--- config.mk ---
export PLATFORM = sky130hd
export DESIGN_NAME = stopwatch_controller
export DESIGN_NICKNAME = d
export VERILOG_FILES = /design/src/rtl/stopwatch_controller.sv
export SDC_FILE = /design/constraint.sdc
export NUM_CORES = 1
export LEC_CHECK = 0
export BUFFER_PORTS_ARGS = -buffer_cell sky130_fd_sc_hd__buf_4
export CAP_MARGIN = 20
export CORE_UTILIZATION = 50
export CTS_BUF_LIST = sky130_fd_sc_hd__clkbuf_2 sky130_fd_sc_hd__clkbuf_4 sky130_fd_sc_hd__clkbuf_8
export DETAILED_ROUTE_END_ITERATION = 10
export MAX_ROUTING_LAYER = met4
export PLACE_DENSITY = 0.67
export SLEW_MARGIN = 20
export SYNTH_ARGS = -nofsm -noshare
export SYNTH_HDL_FRONTEND = slang
export SYNTH_SLANG_ARGS = --single-unit
--- constraint.sdc ---
create_clock -name clk -period 2.1 [get_ports clk]
set_input_delay 0.21 -clock clk [delete_from_list [all_inputs] [get_ports clk]]
set_output_delay 0.21 -clock clk [all_outputs]
set_load 0.005 [all_outputs]
--- src/rtl/stopwatch_controller.sv ---
// Stopwatch control: per-button synchronize/debounce/edge-detect lanes feeding
// a five-state run/lap/pause/full FSM that drives the counter and display.

module sw_debounce #(
  parameter int DEBOUNCE_CYCLES = 500000
) (
  input  logic clk,
  input  logic rst_n,
  input  logic raw,
  output logic press
);
  localparam int CW = (DEBOUNCE_CYCLES > 1) ? $clog2(DEBOUNCE_CYCLES) : 1;
  localparam logic [CW-1:0] LAST = CW'(DEBOUNCE_CYCLES - 1);

  logic [1:0]    sync;
  logic          level;
  logic          level_q;
  logic [CW-1:0] cnt;

  always_ff @(posedge clk) begin
    if (!rst_n) begin
      sync    <= '0;
      level   <= 1'b0;
      level_q <= 1'b0;
      cnt     <= '0;
    end else begin
      sync    <= {sync[0], raw};
      level_q <= level;
      // Level follows only after LAST+1 consecutive mismatching cycles.
      if (sync[1] != level) begin
        if (cnt == LAST) begin
          level <= sync[1];
          cnt   <= '0;
        end else begin
          cnt <= cnt + 1'b1;
        end
      end else begin
        cnt <= '0;
      end
    end
  end

  assign press = level & ~level_q;
endmodule

module stopwatch_controller #(
  parameter int DEBOUNCE_CYCLES = 500000,
  parameter int MAX_COUNT       = 9999
) (
  input  logic        clk,
  input  logic        rst_n,
  input  logic        btn_start_stop,
  input  logic        btn_lap,
  input  logic        btn_clear,
  input  logic [13:0] count_value,
  output logic        count_enable,
  output logic        count_clear,
  output logic [13:0] display_value,
  output logic        lap_active,
  output logic        overflow
);
  localparam int NUM_BTN = 3;
  localparam logic [13:0] MAX = 14'(MAX_COUNT);

  localparam logic [2:0] IDLE  = 3'd0;
  localparam logic [2:0] RUN   = 3'd1;
  localparam logic [2:0] LAP   = 3'd2;
  localparam logic [2:0] PAUSE = 3'd3;
  localparam logic [2:0] FULL  = 3'd4;

  logic [NUM_BTN-1:0] raw, press;
  logic [2:0]         state, state_nxt;
  logic [13:0]        lap_reg, lap_nxt, display_nxt;
  logic               clr_nxt, capture, at_max;
  logic               sel_clr, sel_ss, sel_lap;

  assign raw = {btn_clear, btn_lap, btn_start_stop};

  for (genvar i = 0; i < NUM_BTN; i++) begin : g_btn
    sw_debounce #(.DEBOUNCE_CYCLES(DEBOUNCE_CYCLES)) u_deb (
      .clk   (clk),
      .rst_n (rst_n),
      .raw   (raw[i]),
      .press (press[i])
    );
  end

  // Only the highest-priority event of a cycle survives.
  assign sel_clr = press[2];
  assign sel_ss  = press[0] & ~press[2];
  assign sel_lap = press[1] & ~press[0] & ~press[2];
  assign at_max  = (count_value == MAX);

  always_comb begin
    state_nxt = state;
    clr_nxt   = 1'b0;
    capture   = 1'b0;
    case (state)
      IDLE:  if (sel_ss) state_nxt = RUN;
      RUN: begin
        if (at_max)       state_nxt = FULL;
        else if (sel_ss)  state_nxt = PAUSE;
        else if (sel_lap) begin
          state_nxt = LAP;
          capture   = 1'b1;
        end
      end
      LAP: begin
        if (at_max)       state_nxt = FULL;
        else if (sel_ss)  state_nxt = PAUSE;
        else if (sel_lap) state_nxt = RUN;
      end
      PAUSE: begin
        if (sel_clr) begin
          state_nxt = IDLE;
          clr_nxt   = 1'b1;
        end else if (sel_ss) begin
          state_nxt = RUN;
        end
      end
      FULL: begin
        if (sel_clr) begin
          state_nxt = IDLE;
          clr_nxt   = 1'b1;
        end
      end
      default: state_nxt = IDLE;
    endcase
  end

  // Display is computed from the next state so it lines up with lap_active/overflow.
  assign lap_nxt     = capture ? count_value : lap_reg;
  assign display_nxt = (state_nxt == LAP)  ? lap_nxt :
                       (state_nxt == FULL) ? MAX     : count_value;

  always_ff @(posedge clk) begin
    if (!rst_n) begin
      state         <= IDLE;
      lap_reg       <= '0;
      display_value <= '0;
      count_clear   <= 1'b0;
    end else begin
      state         <= state_nxt;
      lap_reg       <= lap_nxt;
      display_value <= display_nxt;
      count_clear   <= clr_nxt;
    end
  end

  assign count_enable = ((state == RUN) || (state == LAP)) && !at_max;
  assign lap_active   = (state == LAP);
  assign overflow     = (state == FULL);
endmodule

* Yosys cells after proc, flatten, opt, wreduce, memory -nomap -nowiden *
Index checks and enable logic that the tools add are counted.

storage, ports and cells
  input bits = 19
  logic and storage cells = 77
  output and inout port bits = 18
  bits in registers = 101

operators by class
  reduce and logical (&&, ||, !) cells = 12
  mux-type cells = 18
  equal/unequal tests = 13
  add/sub/neg operators = 3
  bitwise logic cells = 15

operators by type and width
  kind                                                             count
  19-bit by 1-bit adder with 19-bit output, second input constant  3
  19-bit == test, second input constant                            3
  14-bit two-way mux                                               3
  3-bit two-way mux                                                9
  3-bit one-hot mux with 5 select lines                            1
  14-bit == test, second input constant                            1
  3-bit by 2-bit == test with 1-bit output, second input constant  3
  1-bit inverter                                                   9
  3-bit OR reduction                                               3
  2-bit AND reduction                                              4
  1-bit bitwise AND                                                6
  3-bit == test, second input constant                             2
  1-bit two-way mux                                                5
  3-bit by 1-bit == test with 1-bit output, second input constant  1
  3-bit logical NOT                                                1
  1-bit inequality test                                            3
  2-bit OR reduction                                               1
  1-bit logical AND                                                1
  1-bit logical NOT                                                1
  1-bit logical OR                                                 1

* Logic depth before layout (Yosys ltp) *
  depth in word-level cells = 12
  depth in mapped cells = 8
  gate-level depth less buffers = 6

* Cells and area by module *
Synthesis repeated with hierarchy kept, for this count alone.

unflattened totals
  cell total of the unflattened synthesis = 490
  area total of the unflattened synthesis = 4495.6 um2

modules (own cells, without submodules)
  module                cells each  seq. area each (um2)  area each (um2)  instances
  sw_debounce           110         460.4                 999.7            3
  stopwatch_controller  160         640.6                 1496.4           1

* Worst setup path after synthesis *
Ideal clock, no wire load.

  kind = flip-flop to flip-flop
  start = register state[0]
  end = register display_value[10]
  library setup time = 72 ps
  stages on the path, launching flop included = 8
  period minus slack after synthesis = 1917 ps
  setup slack = 183 ps
  buffers on the path = 2
  required time = 2028 ps
  arrival time = 1845 ps
  cell sequence = dfxtp_1 > buf_4 > or3b_1 > nand4_1 > o2111ai_1 > a221oi_4 > buf_8 > mux2i_1

between the ends
  word-level cells in the longest chain between the ends = 7
  elaborated cells on any way between the ends = 21
  classes of those cells = eq/ne: 6; mux: 14; reduce/logical: 1

ends and longest elaborated chain
  what                                   line      source
  from (decl)                            72        logic [2:0] state, state_nxt;
  from (signal assigned)                 143       state <= state_nxt;
  3-bit two-way mux (on tied branches)   111, 103
  3-bit two-way mux (on tied branches)   110, 102
  3-bit two-way mux (on tied branches)   109, 101
  3-bit one-hot mux with 5 select lines  98        case (state)
  3-bit == test                          134       (state_nxt == FULL) ? MAX : count_value;
  14-bit two-way mux                     134
  14-bit two-way mux (*)                 133       assign display_nxt = (state_nxt == LAP) ? lap_nxt :
  to (signal assigned)                   145       display_value <= display_nxt;
  to (decl)                              58        output logic [13:0] display_value,

Every way passes the cells marked *; elsewhere a longest branch is shown, timed or not.
A chain may end at the register's enable or synchronous reset.

* Worst setup path in the final report *
  start = register g_btn[2].u_deb.level
  end = register display_value[3]

between the ends
  word-level cells in the longest chain between the ends = 10
  elaborated cells on any way between the ends = 23
  classes of those cells = eq/ne: 2; mux: 17; bitwise: 4

ends and longest elaborated chain
  what                                   line      source
  from (decl)                            16        logic level;
  from (signal assigned)                 32        level <= sync[1];
  1-bit bitwise AND (*)                  43        assign press = level & ~level_q;
  1-bit inverter                         90, 91
  1-bit bitwise AND                      91        assign sel_lap = press[1] & ~press[0] & ~press[2];
  3-bit two-way mux (on tied branches)   111, 103
  3-bit two-way mux (on tied branches)   110, 102
  3-bit two-way mux (on tied branches)   109, 101
  3-bit one-hot mux with 5 select lines  98
  3-bit == test                          134
  14-bit two-way mux                     134
  14-bit two-way mux (*)                 133

Marks and branches as above.

==> impl_results.md <==
* Outcome: finished clean
* I/O pin total at 37
* Async SR Flop Fraction at 0%
* Worst-skew pair later-pin latency at 360 ps
* Quantity of gates resized following cts at 0
* Hold Violations, Final at 0
* GRT Overall Usage at 19.1%
* Pre-Repair DR Iteration Count at 5
* Flop2flop setup slack at 140 ps
* DP Area at 4740 µm²
* Synthesis-stage register bit count at ~100
* Most area-consuming cells after synthesis: dfxtp_1 47%, xor2_1 6.7%, nor2_1 6.0%
* Initial Util at between 50% and 60%
* H-tree depth at 3
* Met2 WL post-DR at 3.60 mm
* Reg-to-Reg Start: g_btn[2].u_deb.level
* Highest-count cells in the layout ignoring fill and taps: 100 x dfxtp_1, 70 x nor2_1, 63 x nand2_1
* Total power at 0.00319 W
* Maximum clock rate at approximately 500 MHz
* Max FO, Critical Path at 14
* PwrDens at between 600 and 700 nW/µm²
* Leak at 1.74 nW
* Setup Skew at 10.8 ps
* Clock Path Buffers at 2
* EDFF count, synth at 0
* Area leader, netlist: dfxtp_1
* # DRC at 0
* Clock root buffer: clkbuf_8
* # diodes at 0
* Setup crit start kind: register
* Synth Flop Type: dfxtp_1
* Distinct cells, synth at 50
* TritonCTS buffer count at 9
* Hold Crit Class: input pin to register
* Postcts setup bufs at 0
* P&R area growth vs syn at 13.4%
* Vias per inst at 5.19
* Vias post-DR at 3268
* FP Rows at 33
* Register area at 2020 µm²
* Syn avg cell area at between 9 and 10 µm²
* Filler Cell Count at 726
* Max reg flops at 57
* TritonCTS clock tree: yes
* Top cell type's share of synthesized area at 46.5%
* Hold EP: g_btn[1].u_deb.sync[0]
* Die area at between 9000 and 10000 µm²
* CTS Hold Bufs at 0
* Chip height at around 95 µm
* CTS clock-pin slew for the worst setup and hold paths at about 90 ps
* Hold path cells at 2
* Data required time of the worst path at 2380 ps
* Routed WL at 7.70 mm
* Hold Path Origin: btn_lap
* Setup CP Type: register to register
* Count of final max-slew check failures at 0
* Final worst path period need at between 1500 and 2000 ps
* Unrepaired setup endpoints after global routing: no
* Maximum VDD drop at 0.000377 V
* Gpl congestion at approximately 0.85
* # setup viols final at 0
* Routed length on met3 at 348 µm
* Critical Path AT at about 2300 ps
* Syn nets at 504
* Cells after synthesis at 482
* Worst-Margin Slew at 546 ps
* Critical path capture point type: register
* FF-to-FF path depth at 6
* Multi-input logic area at 2200 µm²
* Mapped Area at 4350 µm²
* Max cap viols at 0
* Largest net degree at the start of global routing at 62
* Post-detail-place hpwl at 5.31 mm
* Core area at a little over 8000 µm²
* Detail Route Antenna Nets at 0
* Num Clock Sinks at 101
* Number of warnings issued by yosys at 0
* First-pass GRT wire length at 13.3 mm
* Nets at 543
* Share of cells above drive strength 1 at 14.1%
* Final period util at around 93%
* Top sig layer: met4
* Sequential area share after synthesis at 46.5%
* Final worst slack at 138 ps
* Number of global-route vias before repair at just over 3000
* Reg-to-Reg End: display_value[3]
* Metal1 wirelength at 3.69 mm
* Most common cell after layout, fill and taps aside: dfxtp_1
* Iteration-0 DRC Markers at 89
* Final hold slack at between 50 and 60 ps
* Slew HR at 63.6%
* Port bufs at 36
* Die width at about 95 µm
* Grt total ovfl at 0
* Final instance area at 4930 µm²
* Wire per inst at roughly 12 µm
* Setup TNS at 0 ps
* Place WS at 101 ps
* Antenna violations before repair at 0
-- worst max-delay path, cell delays in order (launching register included) --
cell	delay [ps]
dfxtp_1	350
and2b_2	260
nor4_1	400
o32ai_2	160
a221oi_4	320
buf_12	200
mux2i_1	200
-- worst max-delay path by stage --
stage	from	to	slack (ps)	cells past startpoint
finish	g_btn[2].u_deb.level	display_value[3]	140	6
global route	g_btn[0].u_deb.level	display_value[2]	5	6
CTS	state[0]	display_value[3]	110	6
detailed placement	count_value[7]	display_value[3]	100	7
global placement	count_value[7]	display_value[5]	160	7
floorplan	state[0]	display_value[10]	180	7
-- stage by stage --
stage | util [%] | std cells
3_5_place_dp | 57.1 | 615
2_1_floorplan | - | 482
3_3_place_gp | 57.1 | 615
4_1_cts | 59.3 | 630
5_1_grt | 59.4 | 630
6_report | 59.4 | 630
-- area by class of cell --
cell class | instances | area share, %
Multi-Input combinational cell | 356 | 44.6
Clock inverter | 3 | 0.432
Inverter | 7 | 0.533
Timing Repair Buffer | 46 | 7.51
Tap cell | 105 | 2.67
Sequential cell | 101 | 41.1
Clock buffer | 12 | 3.22
-- cells in the mapped netlist (4+ instances only) --
cell        n
and2_1     15
xnor2_1    22
nand2_1    63
nor3_1      8
and3_1     11
and4_1      6
nand3_1    31
inv_1       7
dfxtp_1   101
nand4_1     9
clkbuf_1   11
xor2_1     33
a21boi_1   10
nor4_1      4
a21boi_0    5
nor2_1     70
o21ai_0     9
nor2b_1     5
mux2i_1    17
-- power by group --
part	internal, W	total [W]	leakage [nW]	switching (W)
sequential	0.00194	0.00194	0.819	0.00000799
clock	0.000503	0.00113	0.0919	0.000626
combinational	0.0000612	0.000114	0.832	0.0000523
-- metal layers --
metal	up-vias	GRT usage [%]
met5	-	-
met4	0	4.80
met3	7	6.22
met2	49	30.4
met1	1522	23.2
li1	1690	-
-- cell families after synthesis --
family,synth area share [%]
AOI/OAI and AO/OA,5.62
xor gates and xnor gates,11.1
adders and majority gates,0.864
buffers and inverters,3.02
DFF,46.5
muxes,3.92
and+or+nand+nor,29.0
Power figures use the tool's default switching activity.
